[src/rtl/mul_seq_pkg.sv]
// Shared types and constants for the byte-serial 32x32 multiplier.
package mul_seq_pkg;

  localparam int NUM_STEPS = 16;
  localparam int BYTE_W    = 8;
  localparam int PROD_W    = 64;
  localparam int OP_W      = 32;

  typedef enum logic [1:0] {
    IDLE = 2'd0,
    RUN  = 2'd1,
    DONE = 2'd2
  } state_e;

  // 0x80000000 maps onto itself, which is the correct unsigned magnitude.
  function automatic logic [OP_W-1:0] magnitude(input logic [OP_W-1:0] v,
                                                 input logic          take);
    return (take && v[OP_W-1]) ? (~v + OP_W'(1)) : v;
  endfunction

endpackage

[src/rtl/multiplier_8bit.sv]
// Unsigned 8x8 combinational byte multiplier.
module multiplier_8bit (
  input  logic [7:0]  a,
  input  logic [7:0]  b,
  output logic [15:0] p
);

  assign p = a * b;

endmodule

[src/rtl/mul32_byte_sequencer.sv]
// 32x32 signed/unsigned multiplier built from one 8x8 multiplier over
// sixteen byte-pair steps, with a valid/ready handshake on both sides.
module mul32_byte_sequencer
  import mul_seq_pkg::*;
#(
  parameter bit EARLY_ZERO = 1'b1
) (
  input  logic              clk,
  input  logic              rst_n,
  input  logic              in_valid,
  output logic              in_ready,
  input  logic [OP_W-1:0]   operand_a,
  input  logic [OP_W-1:0]   operand_b,
  input  logic              signed_mode,
  output logic              out_valid,
  input  logic              out_ready,
  output logic [PROD_W-1:0] product
);

  state_e             state_q, state_d;
  logic [PROD_W-1:0]  acc_q, acc_d;
  logic [3:0]         cnt_q, cnt_d;
  logic               neg_q, neg_d;
  logic [OP_W-1:0]    a_q, a_d, b_q, b_d;

  logic [BYTE_W-1:0]   byte_a, byte_b;
  logic [2*BYTE_W-1:0] byte_prod;
  logic [4:0]          a_lsb, b_lsb;
  logic [2:0]          byte_pos;
  logic [PROD_W-1:0]   partial;
  logic [PROD_W-1:0]   result;

  // cnt[3:2] walks the bytes of |a|, cnt[1:0] the bytes of |b|.
  assign a_lsb    = {cnt_q[3:2], 3'b000};
  assign b_lsb    = {cnt_q[1:0], 3'b000};
  assign byte_a   = a_q[a_lsb +: BYTE_W];
  assign byte_b   = b_q[b_lsb +: BYTE_W];
  assign byte_pos = {1'b0, cnt_q[3:2]} + {1'b0, cnt_q[1:0]};
  assign partial  = {{(PROD_W-2*BYTE_W){1'b0}}, byte_prod} << {byte_pos, 3'b000};

  multiplier_8bit u_mul (
    .a (byte_a),
    .b (byte_b),
    .p (byte_prod)
  );

  always_comb begin
    // NOTE: every output and _d gets a default first; a path that skipped one would infer a latch.
    state_d   = state_q;
    acc_d     = acc_q;
    cnt_d     = cnt_q;
    neg_d     = neg_q;
    a_d       = a_q;
    b_d       = b_q;
    in_ready  = 1'b0;
    out_valid = 1'b0;

    unique case (state_q)
      IDLE: begin
        in_ready = 1'b1;
        if (in_valid) begin
          a_d     = magnitude(operand_a, signed_mode);
          b_d     = magnitude(operand_b, signed_mode);
          neg_d   = signed_mode & (operand_a[OP_W-1] ^ operand_b[OP_W-1]);
          acc_d   = '0;
          cnt_d   = '0;
          state_d = RUN;
        end
      end
      RUN: begin
        // A zero operand is resolved on the first step instead of iterating.
        if (EARLY_ZERO && (cnt_q == 4'd0) && ((a_q == '0) || (b_q == '0))) begin
          acc_d   = '0;
          neg_d   = 1'b0;
          state_d = DONE;
        end else begin
          acc_d = acc_q + partial;
          cnt_d = cnt_q + 4'd1;
          if (cnt_q == 4'(NUM_STEPS-1)) state_d = DONE;
        end
      end
      DONE: begin
        out_valid = 1'b1;
        if (out_ready) state_d = IDLE;
      end
      default: state_d = IDLE;
    endcase

    if (!rst_n) begin
      in_ready  = 1'b0;
      out_valid = 1'b0;
    end
  end

  assign result  = neg_q ? (~acc_q + PROD_W'(1)) : acc_q;
  assign product = out_valid ? result : '0;

  always_ff @(posedge clk) begin
    // NOTE: non-blocking here so every flop samples the pre-edge values of the others.
    if (!rst_n) begin
      state_q <= IDLE;
      acc_q   <= '0;
      cnt_q   <= '0;
      neg_q   <= 1'b0;
      a_q     <= '0;
      b_q     <= '0;
    end else begin
      state_q <= state_d;
      acc_q   <= acc_d;
      cnt_q   <= cnt_d;
      neg_q   <= neg_d;
      a_q     <= a_d;
      b_q     <= b_d;
    end
  end

endmodule

[config.mk]
export PLATFORM = sky130hd
export DESIGN_NAME = mul32_byte_sequencer
export DESIGN_NICKNAME = d
export VERILOG_FILES = /design/src/rtl/mul_seq_pkg.sv /design/src/rtl/multiplier_8bit.sv /design/src/rtl/mul32_byte_sequencer.sv
export SDC_FILE = /design/constraint.sdc
export NUM_CORES = 1
export LEC_CHECK = 0
export ABC_AREA = 1
export BUFFER_PORTS_ARGS = -buffer_cell sky130_fd_sc_hd__buf_2
export CORE_MARGIN = 3
export CORE_UTILIZATION = 55
export DETAILED_ROUTE_END_ITERATION = 7
export HOLD_SLACK_MARGIN = 0.08
export PLACE_DENSITY_LB_ADDON = 0.15
export SETUP_SLACK_MARGIN = 0.4
export SYNTH_ARGS = -nofsm -noshare
export SYNTH_HDL_FRONTEND = slang
export SYNTH_SLANG_ARGS = --single-unit
[constraint.sdc]
create_clock -name clk -period 11.1 [get_ports clk]
set_input_delay 1.11 -clock clk [delete_from_list [all_inputs] [get_ports clk]]
set_output_delay 1.11 -clock clk [all_outputs]
set_load 0.01 [all_outputs]
After elaboration in Yosys (flattened, before gate mapping)
Cells that the tools add are included.
Cells by class
  add/sub/neg operators: 6
  multiply operators: 1
  div/mod/pow operators: 0
  $lt $le $gt $ge: 0
  equality and inequality tests: 8
  shifts and indexed selects: 3
  multiplexer cells: 22
  bitwise operators: 5
  reductions and logical operators: 14
Operators by type and width (number)
  2-to-1 mux 64 bit: 4
  one-hot mux 64 bit (2 select lines): 1
  adder 32 x 1 -> 32 bit (second input constant): 2
  adder 64 x 1 -> 64 bit (second input constant): 1
  adder 64 bit: 1
  logical NOT 32 bit: 2
  2-to-1 mux 32 bit: 2
  inverter 32 bit: 2
  inverter 64 bit: 1
  indexed part select 32 x 6 -> 8 bit: 2
  left shift 16 x 6 -> 64 bit: 1
  multiplier 8 x 8 -> 16 bit: 1
  AND reduction 3 bit: 3
  2-to-1 mux 2 bit: 4
  2-to-1 mux 4 bit: 2
  != test 2 bit (second input constant): 4
  one-hot mux 4 bit (2 select lines): 1
  2-to-1 mux 1 bit: 6
  one-hot mux 2 bit (3 select lines): 1
  adder 4 x 1 -> 4 bit (second input constant): 1
  == test 4 bit (second input constant): 1
  logical NOT 4 bit: 1
  AND reduction 2 bit: 2
  adder 2 x 2 -> 3 bit: 1
  other kinds (10): 12
Storage, ports and cells
  register bits after elaboration: 135
  bits in latches: 0
  RAM bits: 0
  ROM bits: 0
  input port bits: 69
  logic and storage cells: 65
  memories: 0

Longest topological paths before layout
  depth in word-level cells: 6
  depth in mapped cells: 42

Modules after synthesis
From an unflattened synthesis, not the netlist that was laid out.
Unflattened totals
  cell total of the unflattened synthesis: 3376
  area total of the unflattened synthesis: 18461.5 µm²
Modules (own cells, without submodules)
  mul32_byte_sequencer: instances 1, cells an instance 2998, area each 16049.1 µm², sequential area each 2702.6 µm²
  multiplier_8bit: instances 1, cells an instance 378, area each 2412.3 µm², sequential area each 0.0 µm²

Worst setup path after synthesis
No wires, ideal clock.
  path type: register -> register
  from: reg cnt_q[2]
  to: reg acc_q[30]
  arrival time: 6198 ps
  data required time: 10968 ps
  setup slack: 4769 ps
  stages on the path, launching flop included: 34
  buffers on the path: 2
  cells stage by stage: dfxtp_1 -> clkbuf_1 -> clkbuf_1 -> nand2_1 -> a32oi_1 -> inv_1 -> nor2_1 -> fa_1 -> fa_1 -> fa_1 -> inv_1 -> fa_1 -> inv_1 -> ha_1 -> nand2_1 -> nor2_1 -> nand2_1 -> nand3_1 -> xor2_1 -> inv_1 -> nand2_1 -> o21ai_0 -> or2_2 -> nor2_1 -> ha_1 -> a21oi_1 -> o21ai_0 -> a21oi_1 -> nand2_1 -> nand3_1 -> nand2_1 -> or2_2 -> nand3_1 -> a21oi_1
Between the ends
  cells in the longest elaborated chain, start to end: 6
RTL lines
  start, declared: RTL line mul32_byte_sequencer.sv:22  | logic [3:0] cnt_q, cnt_d;
  start signal, assigned: RTL line mul32_byte_sequencer.sv:110  | cnt_q <= cnt_d;
  indexed part select 32 x 6 -> 8 bit: RTL line mul32_byte_sequencer.sv:36  | assign byte_a = a_q[a_lsb +: BYTE_W];
  multiplier 8 x 8 -> 16 bit: RTL line multiplier_8bit.sv:8  | assign p = a * b;
  left shift 16 x 6 -> 64 bit: RTL line mul32_byte_sequencer.sv:39  | assign partial = {{(PROD_W-2*BYTE_W){1'b0}}, byte_prod} << {byte_pos, 3'b000};
  adder 64 bit: RTL line mul32_byte_sequencer.sv:77  | acc_d = acc_q + partial;
  2-to-1 mux 64 bit *: RTL line mul32_byte_sequencer.sv:72  | if (EARLY_ZERO && (cnt_q == 4'd0) && ((a_q == '0) || (b_q == '0))) begin
  one-hot mux 64 bit (2 select lines) *: RTL line mul32_byte_sequencer.sv:58  | unique case (state_q)
  end signal, assigned: RTL line mul32_byte_sequencer.sv:102  | acc_q <= '0;
  end signal, assigned: RTL line mul32_byte_sequencer.sv:109  | acc_q <= acc_d;
  end, declared: RTL line mul32_byte_sequencer.sv:21  | logic [PROD_W-1:0] acc_q, acc_d;
Mark *: on every way between the ends. The rest lies on a longest branch, timed or not.
A chain may end at the register's enable or synchronous reset.

Worst setup path after layout
  from: reg cnt_q[2]
  to: reg acc_q[49]
The elaborated chain is that of the path after synthesis.

==> summary.md <==
| Metric | Value |
|---|---|
| Outcome | completed |
| Global-route wire length before repair | 99300 um |
| Pwr Total | 2.12 mW |
| # resized after CTS | 0 |
| Max stage delay cell, worst path | o21ai_0 |
| Die Span X | 182 um |
| Synth warnings | 0 |
| Final setup TNS | 0 ns |
| Worst EP required | 11.49 ns |
| Final number of setup-violating endpoints | 0 |
| Initial DRC count | 1966 |
| Die Area | 33000 um^2 |
| Synth-to-Final Area Change | 9.06% |
| Mapped Cells | 2956 |
| Critical Path AT | 8.70 ns |
| Clock share of power | 30.2% |
| Worst Setup SP | cnt_q[2] |
| Drc violations | 0 |
| Worst-margin pin slew | 1.05 ns |
| Worst path top cell family by delay | adder cells |
| Drt first pass iters | 6 |
| Final Hold Vio Count | 0 |
| Total global routing overflow | 0 |
| Int Pwr | 1.15 mW |
| Worst hold path type | flip-flop to flip-flop |
| Routed Antenna Nets | 0 |
| Wire per inst | 18.6 um |
| RePlAce Congestion | 1.07 |
| Finished Layout Cells | 3437 |
| Vias/cell | 5.87 |
| P_leak | 9.28 nW |
| Chip height | 182 um |
| Number of flops mapped to enable cells by yosys | 0 |
| Startpoint Class | flip-flop |
| Max Slew Vio Count | 0 |
| VDD IR max | 0.0938 mV |
| Total Routing Usage GR | 37.8% |
| Most used cell along the critical path | nand2_1 |
| Placed insts | 3405 |
| Avg Cell Area, Syn | 5.74 um^2 |
| CP Max Fanout | 26 |
| # clock sinks | 135 |
| Max_slew headroom | 29.9% |
| Num ports | 135 |
| Vias in the first global route | 19100 |
| Post-synthesis net count | 3168 |
| Row cnt | 63 |
| Core ar. | 30000 um^2 |
| IO buf count | 134 |
| RSZ-0062 raised after global routing | no |
| Asr flop ratio synth | 0% |
| Sw frac | 45.8% |
| Netlist Area Pre-Place | 17000 um^2 |
| Critical Path End Type | flip-flop |
| Antenna violations before repair | 0 |
| Max incr delay on CP | 0.61 ns |
| Initial core utilization | 56.5% |
| Primary FF master, synth | dfxtp_1 |
| Synth cell types | 56 |
| Psw | 972 uW |
| Proportion of layout cells with a drive suffix above 1 | 7.35% |
| Achievable Freq | 120 MHz |
| Worst r2r src | cnt_q[2] |
| Final #Nets | 3246 |
| Final Routed Wirelength | 64100 um |
| Clock tree from TritonCTS | yes |
| Clk slew on worst S/H paths | 0.07 ns |
| Vias | 20200 |
| Largest net degree at the start of global routing | 99 |
| Seq cells post-synth | 135 |
| Max H-tree Level | 4 |
| Cts bufs inserted | 17 |
| Final Skew | 0.0182 ns |
| CTS Root Cell | clkbuf_16 |
| Minimum clock period | 8.31 ns |
| Period utilization | 74.9% |
| Max-cap violations | 0 |
| HPWL Detailed | 51800 um |
| Hold buffers post-CTS | 0 |
| Part of the power in registers | 26.8% |
| Clock Tree Buf Depth | 2 |
| Seq/Total Area, Yosys | 15.9% |
| Postcts setup bufs | 0 |
| Hold Startpoint | state_q[1] |
| Clock latency on the worst-skew pair | 0.47 ns |
| WS Path Type | flip-flop to flip-flop |
| Buf/Inv on CP | 5 |
| Logic pwr share | 43.0% |
| Power density over the cells | 115 nW/um^2 |
| N_diodes | 0 |
state kept, by name (all words and copies together), names as in the netlist:
register,count
a_q,32
acc_q,64
b_q,32
cnt_q,4
neg_q,1
state_q,2
synth_stat cells, types with 9 or more instances:
| master | number | share of area [%] |
|---|---|---|
| nand2_1 | 714 | 16 |
| nor2_1 | 456 | 10 |
| inv_1 | 426 | 9.4 |
| a21oi_1 | 276 | 8.1 |
| nand3_1 | 188 | 5.5 |
| o21ai_0 | 168 | 5.0 |
| dfxtp_1 | 135 | 16 |
| ha_1 | 105 | 7.7 |
| clkbuf_1 | 64 | 1.4 |
| xor2_1 | 61 | 3.2 |
| nand4_1 | 51 | 1.9 |
| nor3_1 | 45 | 1.3 |
| fa_1 | 38 | 4.5 |
| nor4_1 | 28 | 1.0 |
| a32oi_1 | 15 | 0.77 |
| o21bai_1 | 13 | 0.58 |
| nand3b_1 | 12 | 0.53 |
| or2_2 | 12 | 0.44 |
| xnor2_1 | 11 | 0.57 |
| a31oi_1 | 10 | 0.37 |
| buf_2 | 10 | 0.30 |
| o211ai_1 | 10 | 0.44 |
| o21ai_1 | 9 | 0.27 |
routing by layer:
metal / track usage (%) / vias up / wire (um)
met2: 64.7 / 998 / 30000
met4: 27.3 / 0 / 5080
met1: 43.3 / 9111 / 24100
met3: 4.71 / 262 / 4850
met5: 0 / - / 0
li1: - / 9789 / -
worst reg2reg max path, delay by kind of cell (launching register included):
kind                     cells  cell delay (ns)
XOR/XNOR                     1             0.17
adder cells (fa/ha/maj)      6             2.65
AO/OA/AOI/OAI                4             1.46
buffers and inverters        5             0.85
AND/OR/NAND/NOR             15             2.53
flip-flops                   1             0.56
worst paths after layout:
| kind | endpoint | slack, ns | depth (start not counted) |
|---|---|---|---|
| max reg2reg | acc_q[49] | 2.79 | 31 |
| min reg2reg | state_q[1] | 0.53 | 2 |
| min | state_q[1] | 0.53 | 2 |
| max | acc_q[49] | 2.79 | 31 |
cell usage in the layout (no fill, tap or decap), types with 5 or more instances in the layout:
cell type  instances
clkbuf_16         17
nand3_1          188
ha_1             105
buf_2            134
nor2_4             6
o22ai_1            6
nor2_1           454
a21boi_0           6
and3_1             5
inv_8              7
o211ai_1          10
dfxtp_1          134
o221ai_1           6
a21oi_1          276
nor3_1            44
a21o_1             8
nor4_1            28
o21ai_0          168
buf_4              7
inv_1            425
a31oi_1           10
xnor2_1           11
a32oi_1           15
o21a_1             5
o21ai_1            9
xor2_1            61
nand2_1          714
nand3b_1          12
or2_2             12
nand4_1           51
fa_1              38
o21bai_1          13
power groups by stage:
stage,clock network (mW),logic (mW),registers [mW]
final,0.641,0.912,0.569
after global routing,0.657,1.01,0.572
after CTS,0.637,0.894,0.567
after detailed placement,0,0.890,0.578
after global placement,0,0.873,0.578
after floorplan,0,0.656,0.554
kinds of logic after synthesis:
logic type | synth area share [%]
buffers and inverters | 11.5
AND/OR/NAND/NOR | 38.5
adder cells (fa/ha/maj) | 12.2
AO/OA/AOI/OAI | 18.1
XOR/XNOR | 3.72
flip-flops | 15.9
metrics by stage:
step | setup slack (ns) | hold slack [ns] | utilization [%] | area, um^2
3_3_place_gp | 3.32 | 0.499 | 59.5 | 17900
4_1_cts | 3.07 | 0.526 | 61.6 | 18500
5_1_grt | 2.36 | 0.555 | 61.6 | 18500
6_report | 2.79 | 0.529 | 61.6 | 18500
2_1_floorplan | 4.77 | 0.462 | - | 17000
3_5_place_dp | 3.08 | 0.513 | 59.5 | 17900
layout make-up:
cell class | instances | area, um^2
multi-input combinational | 2306 | 12300
fill | 3074 | 11500
sequential | 135 | 2700
inverter | 433 | 1630
timing repair buffer | 141 | 723
tap | 390 | 488
clock buffer | 17 | 425
clock inverter | 15 | 199
Power figures use the tool's default switching activity.
